===== config.mk =====
export PLATFORM = sky130hd
export DESIGN_NAME = svi_force_sched
export DESIGN_NICKNAME = d
export VERILOG_FILES = /design/src/rtl/svi_force_pkg.sv /design/src/rtl/svi_rr_arb.sv /design/src/rtl/svi_force_sched.sv
export SDC_FILE = /design/constraint.sdc
export NUM_CORES = 1
export LEC_CHECK = 0
export ABC_AREA = 0
export BUFFER_PORTS_ARGS = -buffer_cell sky130_fd_sc_hd__buf_4
export CAP_MARGIN = 20
export CORE_MARGIN = 8
export CORE_UTILIZATION = 40
export CTS_CLUSTER_SIZE = 30
export DETAILED_ROUTE_END_ITERATION = 10
export HOLD_SLACK_MARGIN = 0.02
export PLACE_DENSITY_LB_ADDON = 0.1
export SYNTH_ARGS = -nofsm -noshare
export SYNTH_HDL_FRONTEND = slang
export SYNTH_HIERARCHICAL = 1
export SYNTH_SLANG_ARGS = --single-unit

===== constraint.sdc =====
create_clock -name clk -period 6.5 [get_ports clk]
set_input_delay 0 -clock clk [delete_from_list [all_inputs] [get_ports clk]]
set_output_delay 0 -clock clk [all_outputs]
set_load 0.01 [all_outputs]

===== src/rtl/svi_force_pkg.sv =====
// Shared types for the SVI force scheduler: command opcodes, FSM states and
// the pending global-event encoding.
package svi_force_pkg;

    typedef enum logic [1:0] {
        OP_NOP     = 2'b00,
        OP_FORCE   = 2'b01,
        OP_RELEASE = 2'b10
    } op_e;

    typedef enum logic [1:0] {
        S_IDLE,
        S_GRANT,
        S_APPLY,
        S_ACK
    } state_e;

    typedef enum logic [1:0] {
        EVT_NONE,
        EVT_ALL_F,
        EVT_ALL_R
    } evt_e;

    // Raw 2'b11 carries no meaning and folds into NOP.
    function automatic op_e decode_op(input logic [1:0] raw);
        case (raw)
            2'b01:   return OP_FORCE;
            2'b10:   return OP_RELEASE;
            default: return OP_NOP;
        endcase
    endfunction

endpackage


===== src/rtl/svi_rr_arb.sv =====
// Combinational round-robin arbiter: the lowest-numbered valid requester at or
// after the pointer wins; outputs both one-hot and binary grant.
module svi_rr_arb #(
    parameter  int NREQ = 4,
    localparam int PW   = (NREQ > 1) ? $clog2(NREQ) : 1
) (
    input  logic [NREQ-1:0] req_valid,
    input  logic [PW-1:0]   ptr,
    output logic [NREQ-1:0] gnt,
    output logic [PW-1:0]   gnt_idx
);

    logic          found;
    logic [PW-1:0] slot;

    always_comb begin
        gnt     = '0;
        gnt_idx = '0;
        found   = 1'b0;
        slot    = '0;
        for (int unsigned i = 0; i < NREQ; i++) begin
            slot = PW'((32'(ptr) + i) % NREQ);
            if (!found && req_valid[slot]) begin
                found     = 1'b1;
                gnt[slot] = 1'b1;
                gnt_idx   = slot;
            end
        end
    end

endmodule


===== src/rtl/svi_force_sched.sv =====
// Force/release scheduler for an array of interface signals: round-robin command
// arbitration, a 4-state command FSM, and en edge-triggered force-all/release-all.
module svi_force_sched
    import svi_force_pkg::*;
#(
    parameter  int N    = 8,
    parameter  int NREQ = 4,
    localparam int IDXW = (N > 1) ? $clog2(N) : 1,
    localparam int PW   = (NREQ > 1) ? $clog2(NREQ) : 1
) (
    input  logic                 clk,
    input  logic                 rst_n,
    input  logic                 en,
    input  logic                 en_val,
    input  logic [NREQ-1:0]      req_valid,
    input  logic [2*NREQ-1:0]    req_op,
    input  logic [IDXW*NREQ-1:0] req_idx,
    input  logic [NREQ-1:0]      req_val,
    output logic [NREQ-1:0]      req_ready,
    output logic [N-1:0]         force_mask,
    output logic [N-1:0]         force_val,
    output logic                 busy,
    output logic                 err
);

    state_e          state_q;
    evt_e            evt_q;
    logic            en_q;
    logic [PW-1:0]   ptr_q;
    logic [PW-1:0]   g_q;
    logic [NREQ-1:0] g_oh_q;
    logic [1:0]      raw_op_q;
    op_e             op_q;
    logic [IDXW-1:0] idx_q;
    logic            val_q;
    logic            bad_q;
    logic [N-1:0]    mask_q;
    logic [N-1:0]    fval_q;
    logic [NREQ-1:0] ready_q;
    logic            err_q;

    logic            rise;
    logic            fall;
    logic [NREQ-1:0] gnt;
    logic [PW-1:0]   gnt_idx;

    assign rise = en & ~en_q;
    assign fall = ~en & en_q;

    svi_rr_arb #(.NREQ(NREQ)) u_arb (
        .req_valid (req_valid),
        .ptr       (ptr_q),
        .gnt       (gnt),
        .gnt_idx   (gnt_idx)
    );

    always_ff @(posedge clk or negedge rst_n) begin
        if (!rst_n) begin
            state_q  <= S_IDLE;
            evt_q    <= EVT_NONE;
            en_q     <= 1'b0;
            ptr_q    <= '0;
            g_q      <= '0;
            g_oh_q   <= '0;
            raw_op_q <= '0;
            op_q     <= OP_NOP;
            idx_q    <= '0;
            val_q    <= 1'b0;
            bad_q    <= 1'b0;
            mask_q   <= '0;
            fval_q   <= '0;
            ready_q  <= '0;
            err_q    <= 1'b0;
        end else begin
            en_q <= en;
            case (state_q)
                S_IDLE: begin
                    if (evt_q == EVT_ALL_F) begin
                        mask_q <= '1;
                        fval_q <= {N{en_val}};
                        evt_q  <= EVT_NONE;
                    end else if (evt_q == EVT_ALL_R) begin
                        mask_q <= '0;
                        evt_q  <= EVT_NONE;
                    end else if (|req_valid) begin
                        g_q      <= gnt_idx;
                        g_oh_q   <= gnt;
                        raw_op_q <= req_op[2*int'(gnt_idx) +: 2];
                        idx_q    <= req_idx[IDXW*int'(gnt_idx) +: IDXW];
                        val_q    <= req_val[gnt_idx];
                        state_q  <= S_GRANT;
                    end
                end
                S_GRANT: begin
                    op_q    <= decode_op(raw_op_q);
                    bad_q   <= (decode_op(raw_op_q) == OP_NOP) || (32'(idx_q) >= N);
                    state_q <= S_APPLY;
                end
                S_APPLY: begin
                    if (!bad_q) begin
                        if (op_q == OP_FORCE) begin
                            mask_q[idx_q] <= 1'b1;
                            fval_q[idx_q] <= val_q;
                        end else if (op_q == OP_RELEASE) begin
                            mask_q[idx_q] <= 1'b0;
                        end
                    end
                    ready_q <= g_oh_q;
                    err_q   <= bad_q;
                    state_q <= S_ACK;
                end
                S_ACK: begin
                    ready_q <= '0;
                    err_q   <= 1'b0;
                    ptr_q   <= (g_q == PW'(NREQ-1)) ? '0 : g_q + 1'b1;
                    state_q <= S_IDLE;
                end
                default: state_q <= S_IDLE;
            endcase
            // Placed after the FSM so a fresh edge overrides the IDLE-side clear.
            if (rise) begin
                evt_q <= EVT_ALL_F;
            end else if (fall) begin
                evt_q <= EVT_ALL_R;
            end
        end
    end

    assign req_ready  = ready_q;
    assign force_mask = mask_q;
    assign force_val  = fval_q;
    assign busy       = (state_q != S_IDLE);
    assign err        = err_q;

endmodule


==> results of run 1 <==
cell type report:
| cell class | instances | share of cell area (%) |
|---|---|---|
| well taps | 96 | 3.60 |
| clock buffers | 7 | 2.29 |
| multi-input cells | 177 | 47.3 |
| inverters | 15 | 1.69 |
| clock inverters | 1 | 0.150 |
| repair buffers | 56 | 12.7 |
| flip-flops and latches | 43 | 32.2 |
critical path: cells and delay by family, from the launching register on:
kind                       cells  cell delay [ns]
muxes                          3             1.13
and+or+nand+nor                1             0.23
AOI/OAI and AO/OA              2             0.60
DFF                            1             0.64
adders and majority gates      1             0.44
buffers and inverters          1             0.16
cells by family (layout without fill, tap and decap cells):
family | after synthesis | after routing | synth area share (%)
multiplexers | 40 | 40 | 19.7
AO/OA/AOI/OAI | 52 | 52 | 13.9
flip-flops | 43 | 43 | 38.5
adder cells (fa/ha/maj) | 19 | 19 | 8.50
AND/OR/NAND/NOR | 66 | 66 | 14.4
buffers and inverters | 27 | 79 | 5.05
synth_stat cells, drive strengths merged, types with 2 or more instances:
library cell,n
o21ai,9
mux2,17
mux4,10
mux2i,13
nand3b,4
or3,2
o311ai,6
and3,5
a221oi,5
a211oi,9
nor2b,5
buf,11
ha,19
nor3,2
a21oi,10
dfrtp,43
nand2,16
or3b,2
nand2b,3
o2bb2ai,5
inv,15
nand3,5
nor2,19
what timing repair did:
action	in CTS	in global routing
hold endpoints to repair	44	0
hold buffers	2	0
endpoints found under the setup margin	0	0
report_power, final:
group	total [mW]	internal, mW	switching, mW
clock network	0.165	0.0755	0.0892
registers	0.513	0.397	0.117
logic	1.09	0.547	0.542
metal layers:
| layer | wire (microns) | up-vias |
|---|---|---|
| met5 | 0 | - |
| met4 | 46 | 0 |
| met3 | 284 | 5 |
| met2 | 3260 | 35 |
| met1 | 2640 | 1020 |
| li1 | - | 1012 |
per-stage QoR:
stage | area [sq um] | hold WS, ns | util [%]
floorplan | 2800 | -0.296 | -
global placement | 3240 | 0.0418 | 47.7
detailed placement | 3240 | 0.0367 | 47.7
CTS | 3340 | 0.123 | 49.2
global route | 3340 | 0.132 | 49.2
finish | 3340 | 0.130 | 49.2
final timing paths:
| path | cells after the start | slack, ns | start | to |
|---|---|---|---|---|
| min in group asynchronous | 2 | 0.24 | rst_n | idx_q[0]$_DFFE_PN0P_ |
| max in group asynchronous | 2 | 5.87 | rst_n | req_ready[1]$_DFFE_PN0P_ |
| max | 8 | 3.19 | ptr_q[0]$_DFFE_PN0P_ | idx_q[0]$_DFFE_PN0P_ |
| min | 4 | 0.13 | req_op[4] | raw_op_q[0]$_DFFE_PN0P_ |
| max reg2reg | 8 | 3.19 | ptr_q[0]$_DFFE_PN0P_ | idx_q[0]$_DFFE_PN0P_ |
| min reg2reg | 1 | 0.51 | force_val[2]$_DFFE_PN0P_ | force_val[2]$_DFFE_PN0P_ |
==> results.yml, run 1 <==
outcome:
  outcome: "finished, final reports clean"
synthesis:
  synth_top_flop_cell: "dfrtp_1"
  synth_fp_nets: 298
  seq_area_frac_synth_pct: 38.5
  ys_types: 51
  synth_edf_count: 0
  synth_warnings: 6
  async_reset_ff_share_pct: 100
  post-synth-top-area-cell: "dfrtp_1"
  ys_seq_elements: 43
  synth_top_area_share_pct: 38.5
  syn_area_sq_um: 2800
  synth_area_leaders: "dfrtp_1 (38%), ha_1 (8.5%), mux4_2 (8.1%)"
  avgSynthCellArea_sq_um: 11.3
  synthCells: 247
critical_path:
  end_kind: "register"
  worst_path_most_repeated_cell: "mux4_2"
  slowest_stage: "dfrtp_1"
  start_kind: "register"
  path_class: "reg -> reg"
  path_cells: "inv_1, ha_1, mux4_2, nor2b_4, a221oi_2, o2bb2ai_1, mux4_2, mux2_2"
  crit_path_max_fanout: 13
  cp_data_arrival_time_ns: 3.49
  crit_required_ns: 6.68
  cpPeakStageDelay_ns: 0.64
cts:
  cts.sinks: 43
  cts_buffers: 5
  cts_max_level: 2
  clk_latency_ns: 0.29
  tritoncts: "yes"
  cts.path.max_buffers: 2
  cts-root-buf: "clkbuf_8"
  post_cts_buffers: 0
  cts_resized: 0
  clkTransAtPathRegs_ns: 0.08
power_and_ir_drop:
  ir_worst_vdd_v: 0.000247
  total_power_mw: 1.77
  powerDensity_nw_per_um2: 529
  leakagePower_nw: 1.52
layout:
  syn_to_final_growth_pct: 19.4
  regArea_sq_um: 1080
  drive_gt1_share_pct: 34.1
  final_common_cell: "buf_4"
  multi_input_area_sq_um: 1580
  instances_no_fill: 395
  antenna_cells: 0
  nNetsFinal: 349
  fillCellCount: 639
  layout_common_cells: "buf_4 (54), dfrtp_1 (43), ha_1 (19)"
grt:
  grt_pass1_wl_microns: 10700
  top_usage_layer: "met2"
  grt_util_met2_pct: 23.1
  grt_max_degree: 44
  grt_use_met3_pct: 3.35
  use_met1_pct: 15.8
  grt_usage_pct: 13.2
  grt_overflow: 0
  antenna_found_initial: 0
  grt_pass1_vias: 2171
route:
  dr.pass1.iters: 4
  viasPerCell: 5.25
  vias: 2072
  drtIter0Drc: 72
  drc_errors: 0
  ant_nets: 0
  routedWlPerCell_microns: 15.8
  wl_microns: 6230
sta:
  rsz0062_at_grt: "false"
  report.final.slew_viol_count: 0
  fin_crit_ns: 3.31
  setup_tns_ns: 0
  setup_ws_ns: 3.19
  worst_slew_pin_slew_ns: 0.910
  finalClockSkew_ns: 0.00756
  max_freq_mhz: 302
  slew_headroom_pct: 39.3
  hold_viol: 0
  period_share_pct: 51.0
  setup_viol: 0
job:
  maxCapViolCount: 0
place:
  port_buffers: 53
  dpl.hpwl_microns: 4610
  pre_cts_ws_ns: 3.20
  place.gp.congestion: 0.779
  placedCellCount: 385
floorplan:
  core-area_sq_um: 6790
  start_util_pct: 41.2
  pin_count: 54
  die_x_microns: 99.6
  die_h_microns: 99.6
  die-area_sq_um: 9930
  row_count: 30
worst_hold_path:
  hold_class: "in -> reg"
Note: power is estimated with default switching activity, not from simulation.
==> inputs of run 2 (changes only) <==
- clock period: 6.5 -> 2.9 ns (I/O delays scaled with it)
==> results.yml, run 2 (synthesis gave the netlist of run 1 again) <==
layout:
  layout_common_cells: "buf_4 (59), dfrtp_1 (43), ha_1 (19)"
  nNetsFinal: 354
  drive_gt1_share_pct: 35.5
  fillCellCount: 634
  postLayoutCoreUtil_pct: 49.8
  final_common_cell: "buf_4"
  instances_no_fill: 400
  final_area_sq_um: 3380
  syn_to_final_growth_pct: 20.9
  antenna_cells: 0
power_and_ir_drop:
  total_power_mw: 4.04
  powerDensity_nw_per_um2: 1190
  ir_worst_vdd_v: 0.000569
  leakagePower_nw: 1.54
critical_path:
  slowest_stage: "mux4_2"
  crit_path_max_fanout: 12
  crit_buf_inv: 2
  reg2reg_depth: 8
  setup.worst_path.start: "ptr_q[0]$_DFFE_PN0P_"
  end_kind: "register"
  r2r_slack_ns: 0.23
  cp_data_arrival_time_ns: 2.85
  reg2reg_from: "ptr_q[0]$_DFFE_PN0P_"
  start_kind: "register"
  path_cells: "buf_4, mux4_2, nor2b_4, o21ai_1, o31ai_1, buf_4, mux4_2, mux2_2"
  path_class: "reg -> reg"
  cpPeakStageDelay_ns: 0.65
  crit_family: "multiplexers"
  crit_required_ns: 3.08
  r2r_end: "idx_q[0]$_DFFE_PN0P_"
cts:
  tritoncts: "yes"
  cts_max_level: 2
  clkTransAtPathRegs_ns: 0.08
  cts.path.max_buffers: 2
  cts_buffers: 5
  cts.sinks: 43
  cts-root-buf: "clkbuf_8"
  clk_latency_ns: 0.29
grt:
  grt_pass1_vias: 2185
  grt_pass1_wl_microns: 10500
  antenna_found_initial: 0
  grt_usage_pct: 13.0
  grt_max_degree: 44
  grt_overflow: 0
worst_hold_path:
  whs_path_depth: 4
  holdPathEnd: "raw_op_q[1]$_DFFE_PN0P_"
  hp-start: "req_op[5]"
  hold_class: "in -> reg"
place:
  port_buffers: 53
  post_dp_cell_area_sq_um: 3280
  place.gp.congestion: 0.838
  pre_cts_ws_ns: 0.0790
  dpl.hpwl_microns: 4660
  placedCellCount: 390
floorplan:
  die-area_sq_um: 9930
  start_util_pct: 41.2
  row_count: 30
  pin_count: 54
  core-area_sq_um: 6790
  die_x_microns: 99.6
  die_h_microns: 99.6
sta:
  report.final.slew_viol_count: 0
  slew_headroom_pct: 55.1
  hold_ws_ns: 0.134
  hold_viol: 0
  worst_slew_pin_slew_ns: 0.673
  fin_crit_ns: 2.67
  max_freq_mhz: 374
  setup_tns_ns: 0
  setup_viol: 0
  period_share_pct: 92.1
  setup_ws_ns: 0.229
  finalClockSkew_ns: 0.00669
  rsz0062_at_grt: "false"
job:
  maxCapViolCount: 0
route:
  dr.pass1.iters: 4
  drc_errors: 0
  vias: 2064
  viasPerCell: 5.16
  wl_microns: 6310
  drtIter0Drc: 87
  routedWlPerCell_microns: 15.8
  ant_nets: 0
outcome:
  outcome: "finished, final reports clean"
==> run 2: area by class of cell <==
| class | instances | area (sq um) | area share, % |
|---|---|---|---|
| clock buffers | 7 | 76.3 | 2.26 |
| inverters | 15 | 56.3 | 1.66 |
| clock inverters | 1 | 5.00 | 0.148 |
| multi-input cells | 177 | 1590 | 46.9 |
| well taps | 96 | 120 | 3.55 |
| flip-flops and latches | 43 | 1080 | 31.8 |
| repair buffers | 61 | 463 | 13.7 |
==> run 2: power by group <==
part	total, mW	switching [mW]	internal, mW	leakage (nW)
sequential	1.11	0.218	0.890	0.519
clock	0.373	0.204	0.169	0.0422
combinational	2.56	1.28	1.27	0.983
==> run 2: layer usage <==
layer / vias up / track usage [%] / share of wire [%]
met1: 1005 / 15.4 / 44
li1: 1023 / - / -
met5: - / 0 / 0
met3: 4 / 3.14 / 4.2
met4: 0 / 3.14 / 0.51
met2: 32 / 23.1 / 51
==> run 2: worst max-delay path by stage <==
stage | endpoint | slack (ns) | cells past startpoint
6_report | idx_q[0]$_DFFE_PN0P_ | 0.23 | 8
4_1_cts | idx_q[0]$_DFFE_PN0P_ | 0.07 | 7
3_5_place_dp | idx_q[0]$_DFFE_PN0P_ | 0.08 | 7
2_1_floorplan | idx_q[2]$_DFFE_PN0P_ | 0.04 | 10
3_3_place_gp | idx_q[0]$_DFFE_PN0P_ | 0.15 | 7
5_1_grt | idx_q[0]$_DFFE_PN0P_ | 0.08 | 8
==> run 2: worst register-to-register path, delay by kind of cell (launching register included) <==
kind / cells / cell delay [ns]
compound gates: 2 / 0.15
buf+inv: 2 / 0.42
mux: 3 / 1.44
flops: 1 / 0.34
simple gates: 1 / 0.22
==> run 2: what timing repair did <==
item                                    CTS  global route
endpoints found under the hold margin    44             0
resized for setup                         0             1
hold buffers                              2             0
endpoints found under the setup margin    0             6
setup buffers                             0             0
